## src/rtl/con_bus_scheduler_if.sv

```systemverilog
// Host connection bus bundle: ODS write side, controller load handshake and
// outbound host handshake, grouped so the scheduler takes a single port.
interface con_bus_scheduler_if #(
  parameter int DATA_WIDTH = 32,
  parameter int FIFO_DEPTH = 8
);
  localparam int CW = $clog2(FIFO_DEPTH) + 1;

  logic                  wr_valid;
  logic [DATA_WIDTH-1:0] wr_data;
  logic [31:0]           wr_x, wr_y, wr_ch;
  logic                  load_req;
  logic                  load_gnt;
  logic                  host_out_valid;
  logic                  host_out_ready;
  logic [DATA_WIDTH-1:0] host_out_data;
  logic [31:0]           host_out_x, host_out_y, host_out_ch;
  logic                  driving_cons;
  logic                  stall_req;
  logic [CW-1:0]         fifo_count;
  logic                  overflow;

  modport master (
    input  wr_valid, wr_data, wr_x, wr_y, wr_ch, load_req, host_out_ready,
    output load_gnt, host_out_valid, host_out_data, host_out_x, host_out_y,
           host_out_ch, driving_cons, stall_req, fifo_count, overflow
  );

  modport slave (
    output wr_valid, wr_data, wr_x, wr_y, wr_ch, load_req, host_out_ready,
    input  load_gnt, host_out_valid, host_out_data, host_out_x, host_out_y,
           host_out_ch, driving_cons, stall_req, fifo_count, overflow
  );
endinterface

```

## src/rtl/con_bus_scheduler.sv

```systemverilog
// Shares the host connection bus between inbound loads and outbound ODS words,
// buffering outbound words in a small FIFO and forcing an idle turnaround cycle.
module con_bus_scheduler #(
  parameter int DATA_WIDTH      = 32,
  parameter int FIFO_DEPTH      = 8,
  parameter int ALMOST_FULL_LVL = 6
) (
  input  logic                 clk,
  input  logic                 arst_n_in,
  con_bus_scheduler_if.master  bus
);
  localparam int AW = $clog2(FIFO_DEPTH);
  localparam int CW = AW + 1;
  localparam logic [CW-1:0] FULL_LVL = CW'(FIFO_DEPTH);
  localparam logic [CW-1:0] AF_LVL   = CW'(ALMOST_FULL_LVL);

  localparam logic [1:0] IDLE  = 2'd0;
  localparam logic [1:0] LOAD  = 2'd1;
  localparam logic [1:0] DRAIN = 2'd2;

  typedef struct packed {
    logic [DATA_WIDTH-1:0] data;
    logic [31:0]           x;
    logic [31:0]           y;
    logic [31:0]           ch;
  } entry_t;

  entry_t        mem_q [FIFO_DEPTH];
  entry_t        wr_entry, head;
  logic [AW-1:0] wptr_q, wptr_d, rptr_q, rptr_d;
  logic [CW-1:0] count_q, count_d;
  logic          overflow_q, overflow_d;
  logic [1:0]    state_q, state_d;
  logic          full, af, af_after, out_valid, push, pop;

  assign wr_entry = '{data: bus.wr_data, x: bus.wr_x, y: bus.wr_y, ch: bus.wr_ch};
  assign head     = mem_q[rptr_q];

  assign full      = (count_q == FULL_LVL);
  assign af        = (count_q >= AF_LVL);
  assign out_valid = (state_q == DRAIN) && (count_q != '0);
  assign pop       = out_valid && bus.host_out_ready;
  // A same-cycle pop frees the slot, so a full FIFO still accepts the word.
  assign push      = bus.wr_valid && (!full || pop);

  always_comb begin
    count_d    = count_q + CW'(push) - CW'(pop);
    wptr_d     = push ? wptr_q + AW'(1) : wptr_q;
    rptr_d     = pop  ? rptr_q + AW'(1) : rptr_q;
    overflow_d = overflow_q | (bus.wr_valid & full & ~pop);
    af_after   = (count_d >= AF_LVL);
  end

  always_comb begin
    state_d = state_q;
    case (state_q)
      IDLE: begin
        if (af)                   state_d = DRAIN;
        else if (bus.load_req)    state_d = LOAD;
        else if (count_q != '0)   state_d = DRAIN;
      end
      LOAD: begin
        // Bursts are locked: only the controller releasing the request ends them.
        if (!bus.load_req)        state_d = IDLE;
      end
      DRAIN: begin
        if ((count_q == '0 && !push) || (pop && bus.load_req && !af_after))
          state_d = IDLE;
      end
      default:                    state_d = IDLE;
    endcase
  end

  always_ff @(posedge clk or negedge arst_n_in) begin
    if (!arst_n_in) begin
      state_q    <= IDLE;
      wptr_q     <= '0;
      rptr_q     <= '0;
      count_q    <= '0;
      overflow_q <= 1'b0;
    end else begin
      state_q    <= state_d;
      wptr_q     <= wptr_d;
      rptr_q     <= rptr_d;
      count_q    <= count_d;
      overflow_q <= overflow_d;
    end
  end

  // Storage needs no reset: occupancy alone decides what is valid.
  always_ff @(posedge clk) begin
    if (push) mem_q[wptr_q] <= wr_entry;
  end

  assign bus.load_gnt       = (state_q == LOAD);
  assign bus.driving_cons   = (state_q == DRAIN);
  assign bus.host_out_valid = out_valid;
  assign bus.host_out_data  = head.data;
  assign bus.host_out_x     = head.x;
  assign bus.host_out_y     = head.y;
  assign bus.host_out_ch    = head.ch;
  assign bus.stall_req      = af;
  assign bus.fifo_count     = count_q;
  assign bus.overflow       = overflow_q;
endmodule

```

## src/flat_wrapper.sv

```systemverilog
// flat-port wrapper written by rule: the top's interface ports become plain ports
module con_bus_scheduler_flat 
#(
  parameter int DATA_WIDTH      = 32,
  parameter int FIFO_DEPTH      = 8,
  parameter int ALMOST_FULL_LVL = 6
)
  (clk, arst_n_in, bus_wr_valid, bus_wr_data, bus_wr_x, bus_wr_y, bus_wr_ch, bus_load_req, bus_host_out_ready, bus_load_gnt, bus_host_out_valid, bus_host_out_data, bus_host_out_x, bus_host_out_y, bus_host_out_ch, bus_driving_cons, bus_stall_req, bus_fifo_count, bus_overflow);
  con_bus_scheduler_if #(.DATA_WIDTH(DATA_WIDTH), .FIFO_DEPTH(FIFO_DEPTH)) bus_i ();
  input  logic clk;
  input  logic arst_n_in;
  input wire logic [$bits(bus_i.wr_valid)-1:0] bus_wr_valid;
  input wire logic [$bits(bus_i.wr_data)-1:0] bus_wr_data;
  input wire logic [$bits(bus_i.wr_x)-1:0] bus_wr_x;
  input wire logic [$bits(bus_i.wr_y)-1:0] bus_wr_y;
  input wire logic [$bits(bus_i.wr_ch)-1:0] bus_wr_ch;
  input wire logic [$bits(bus_i.load_req)-1:0] bus_load_req;
  input wire logic [$bits(bus_i.host_out_ready)-1:0] bus_host_out_ready;
  output wire logic [$bits(bus_i.load_gnt)-1:0] bus_load_gnt;
  output wire logic [$bits(bus_i.host_out_valid)-1:0] bus_host_out_valid;
  output wire logic [$bits(bus_i.host_out_data)-1:0] bus_host_out_data;
  output wire logic [$bits(bus_i.host_out_x)-1:0] bus_host_out_x;
  output wire logic [$bits(bus_i.host_out_y)-1:0] bus_host_out_y;
  output wire logic [$bits(bus_i.host_out_ch)-1:0] bus_host_out_ch;
  output wire logic [$bits(bus_i.driving_cons)-1:0] bus_driving_cons;
  output wire logic [$bits(bus_i.stall_req)-1:0] bus_stall_req;
  output wire logic [$bits(bus_i.fifo_count)-1:0] bus_fifo_count;
  output wire logic [$bits(bus_i.overflow)-1:0] bus_overflow;
  assign bus_i.wr_valid = bus_wr_valid;
  assign bus_i.wr_data = bus_wr_data;
  assign bus_i.wr_x = bus_wr_x;
  assign bus_i.wr_y = bus_wr_y;
  assign bus_i.wr_ch = bus_wr_ch;
  assign bus_i.load_req = bus_load_req;
  assign bus_i.host_out_ready = bus_host_out_ready;
  assign bus_load_gnt = bus_i.load_gnt;
  assign bus_host_out_valid = bus_i.host_out_valid;
  assign bus_host_out_data = bus_i.host_out_data;
  assign bus_host_out_x = bus_i.host_out_x;
  assign bus_host_out_y = bus_i.host_out_y;
  assign bus_host_out_ch = bus_i.host_out_ch;
  assign bus_driving_cons = bus_i.driving_cons;
  assign bus_stall_req = bus_i.stall_req;
  assign bus_fifo_count = bus_i.fifo_count;
  assign bus_overflow = bus_i.overflow;
  con_bus_scheduler #(.DATA_WIDTH(DATA_WIDTH), .FIFO_DEPTH(FIFO_DEPTH), .ALMOST_FULL_LVL(ALMOST_FULL_LVL)) u_core (.clk(clk), .arst_n_in(arst_n_in), .bus(bus_i));
endmodule
```

## config.mk

```make
export PLATFORM = sky130hd
export DESIGN_NAME = con_bus_scheduler_flat
export DESIGN_NICKNAME = d
export VERILOG_FILES = /design/src/rtl/con_bus_scheduler_if.sv /design/src/rtl/con_bus_scheduler.sv /design/src/flat_wrapper.sv
export SDC_FILE = /design/constraint.sdc
export NUM_CORES = 1
export LEC_CHECK = 0
export CORE_MARGIN = 2
export CORE_UTILIZATION = 55
export CTS_CLUSTER_DIAMETER = 60
export DETAILED_ROUTE_END_ITERATION = 8
export GPL_TIMING_DRIVEN = 1
export PLACE_DENSITY = 0.85
export SYNTH_ARGS = -nofsm -noshare
export SYNTH_HDL_FRONTEND = slang
export SYNTH_SLANG_ARGS = --single-unit
```

## constraint.sdc

```tcl
create_clock -name clk -period 17.5 [get_ports clk]
set_input_delay 3.5 -clock clk [delete_from_list [all_inputs] [get_ports clk]]
set_output_delay 3.5 -clock clk [all_outputs]
set_load 0.1 [all_outputs]
```

==> flow_summary.ini <==
[outcome]
status = complete, no violations

[clock_network]
path_clk_slew_ns = 0.06
cts.sinks = 1037
h-tree-depth = 3
root_buffer = clkbuf_16
clock_latency_ns = 0.65
cts_repair_resize_count = 0
cts_max_path_buffers = 3
cts_hold_buf = 0
post_cts_buffers = 0
tritoncts = yes
numCtsBuffers = 101

[timing]
min_period_over_period_pct = 51.5
fmax_ghz = 0.111
rsz0062_at_grt = false
whs_ns = 0.480
setup_violations = 0
drv_slew = 0
final_hold_viol_count = 0
worstMarginPinSlew_ns = 1.17
max-slew-margin-rel_pct = 21.9
fin_crit_ns = 9.02
skew_ns = 0.0143
fin_tns_setup_ns = 0

[final_layout]
design_area_sq_um = 46200
drive_above_1_share_pct = 29.0
multi_input_area_sq_um = 7680
ff_latch_area_sq_um = 31100
final_nets = 2031
n_fill_cell = 4225
syn_to_final_growth_pct = 17.9

[floorplan]
die-area_sq_um = 73400
core_area_sq_um = 70300
ios = 270
die_w_um = 271
initial_core_util_pct = 55.8
num_rows = 97
die_y_um = 271

[setup_path]
cp-start-kind = flip-flop
r2r_end = u_core.mem_q[7][83]
endpoint_kind = output pin
endpoint = bus_host_out_x[13]
rrSetupSlack_ns = 13.78
worstSetupPathType = reg2out
r2r-start = u_core.bus.fifo_count[2]
critPathMaxFanout = 108
crit_chain = buf_12 > buf_4 > mux4_2 > mux2_2 > clkdlybuf4s50_1
max_stage_delay_ns = 1.08
crit_start = u_core.rptr_q[0]
critPathArrivalTime_ns = 5.52
slowest_stage = dfrtp_4
reg2reg_depth = 9
crit_required_ns = 14.00

[yosys]
synth_async_sr_flop_share_pct = 1.25
ys_top_cells_by_area = edfxtp_1, mux4_2, mux2_2, dfrtp_1, buf_6
synth_commonest_cells = edfxtp_1, mux4_2, mux2_2
syn_area_sq_um = 39200
synth_ff_type = edfxtp_1
synth.avg_cell_area_sq_um = 25.2
synthesis.instances = 1557
syn-num-nets = 1700
yosysSeqAreaShare_pct = 79.3
synth-edff-count = 1024
ys_ff_latch = 1037
synth.distinct_cells = 28
synth_area_leader_cell = edfxtp_1
yosys_warnings = 0
synthMostInstantiatedCell = edfxtp_1
synth_top_area_share_pct = 78.4

[route]
vias_per_cell = 6.06
dr.first_iter.drc_count = 1625
wl_per_cell_um = 27.3
drc_errors = 0
vias = 17600
drt-total-wl_um = 79500
dr.pass1.iters = 5
ant_nets = 0

[grt]
grt_pass1_vias = 18700
track_usage_pct = 21.8
grt_max_degree = 129
antenna_found_initial = 12
grt_pass1_wl_um = 118000
grt_overflow = 0

[min_path]
hold_class = reg2reg

[place]
hpwlAfterDp_um = 41100
gp_congestion = 0.696
placed_area_sq_um = 42900
portBuffers = 269

[job]
cap_viol_max_count = 0
==> critical path, delay by kind of cell (launching register included) <==
kind | cells | cell delay (ns)
buffers and inverters | 3 | 2.53
DFF | 1 | 1.08
muxes | 2 | 0.90
==> registers in the layout (all words and copies together), names as in the netlist <==
name / count
u_core.state_q: 2
u_core.rptr_q: 3
u_core.bus.overflow: 1
u_core.bus.fifo_count: 4
u_core.mem_q: 1024
u_core.wptr_q: 3
==> through the flow <==
stage	setup WS, ns	std cells	util [%]
final	8.48	2910	65.8
after detailed placement	9.06	2725	61.1
after CTS	8.33	2908	65.8
after floorplan	3.88	1557	-
after global routing	8.07	2909	65.8
after global placement	9.09	2725	61.1
==> cell families (layout without fill, tap and decap cells) <==
family | after synthesis | after routing | share of synthesized area [%]
fa+ha+maj | 10 | 10 | 0.338
compound gates | 11 | 11 | 0.185
buf+inv | 81 | 492 | 1.30
other cells | 0 | 2 | 0
simple gates | 26 | 26 | 0.341
xor+xnor | 6 | 6 | 0.134
mux | 386 | 386 | 18.4
flops | 1037 | 1037 | 79.3
==> per-layer routing <==
layer  global-route usage [%]  vias to the layer above  wire, um  part of all wire [%]
met2                     36.5                      745     40700                    51
met4                     6.09                       20      1620                   2.0
met1                     28.8                     9402     30300                    38
li1                         -                     7351         -                     -
met3                     5.23                      124      6730                   8.5
met5                        0                        -       129                  0.16
==> worst min-delay path by stage <==
| stage | slack (ns) | start | to | cells after the start |
|---|---|---|---|---|
| 6_report | 0.48 | u_core.bus.overflow | u_core.bus.overflow | 1 |
| 5_1_grt | 0.51 | u_core.bus.overflow | u_core.bus.overflow | 1 |
| 4_1_cts | 0.48 | u_core.bus.overflow | u_core.bus.overflow | 1 |
| 3_5_place_dp | 0.47 | u_core.bus.overflow | u_core.bus.overflow | 1 |
| 3_3_place_gp | 0.46 | u_core.bus.overflow | u_core.bus.overflow | 1 |
| 2_1_floorplan | 0.48 | u_core.wptr_q[0] | u_core.wptr_q[0] | 1 |
==> layout make-up <==
class	instances	share of cell area [%]
Antenna cell	2	0.0108
Tap cell	940	2.55
Clock inverter	57	1.33
Sequential cell	1037	67.3
Clock buffer	126	5.78
Multi-Input combinational cell	439	16.6
Timing Repair Buffer	300	6.38
Inverter	9	0.0731
==> cells in the final DEF (no fill, tap or decap), types with 4 or more instances in the layout <==
cell type,netlist,layout
inv_1,9,9
bufinv_16,0,12
clkdlybuf4s50_1,0,269
nand2_1,5,5
clkinv_2,0,13
edfxtp_1,1024,1024
mux4_2,256,256
nor2_4,0,6
clkbuf_1,20,21
ha_1,9,9
dfrtp_1,13,10
mux2_2,130,130
clkbuf_16,0,102
buf_4,0,29
clkinv_1,0,21
clkinvlp_4,0,5
nand2b_1,4,4
Power is left out: the tool's default activity adds up to more than one toggle a clock period on the data nets, which glitch-free logic cannot reach.
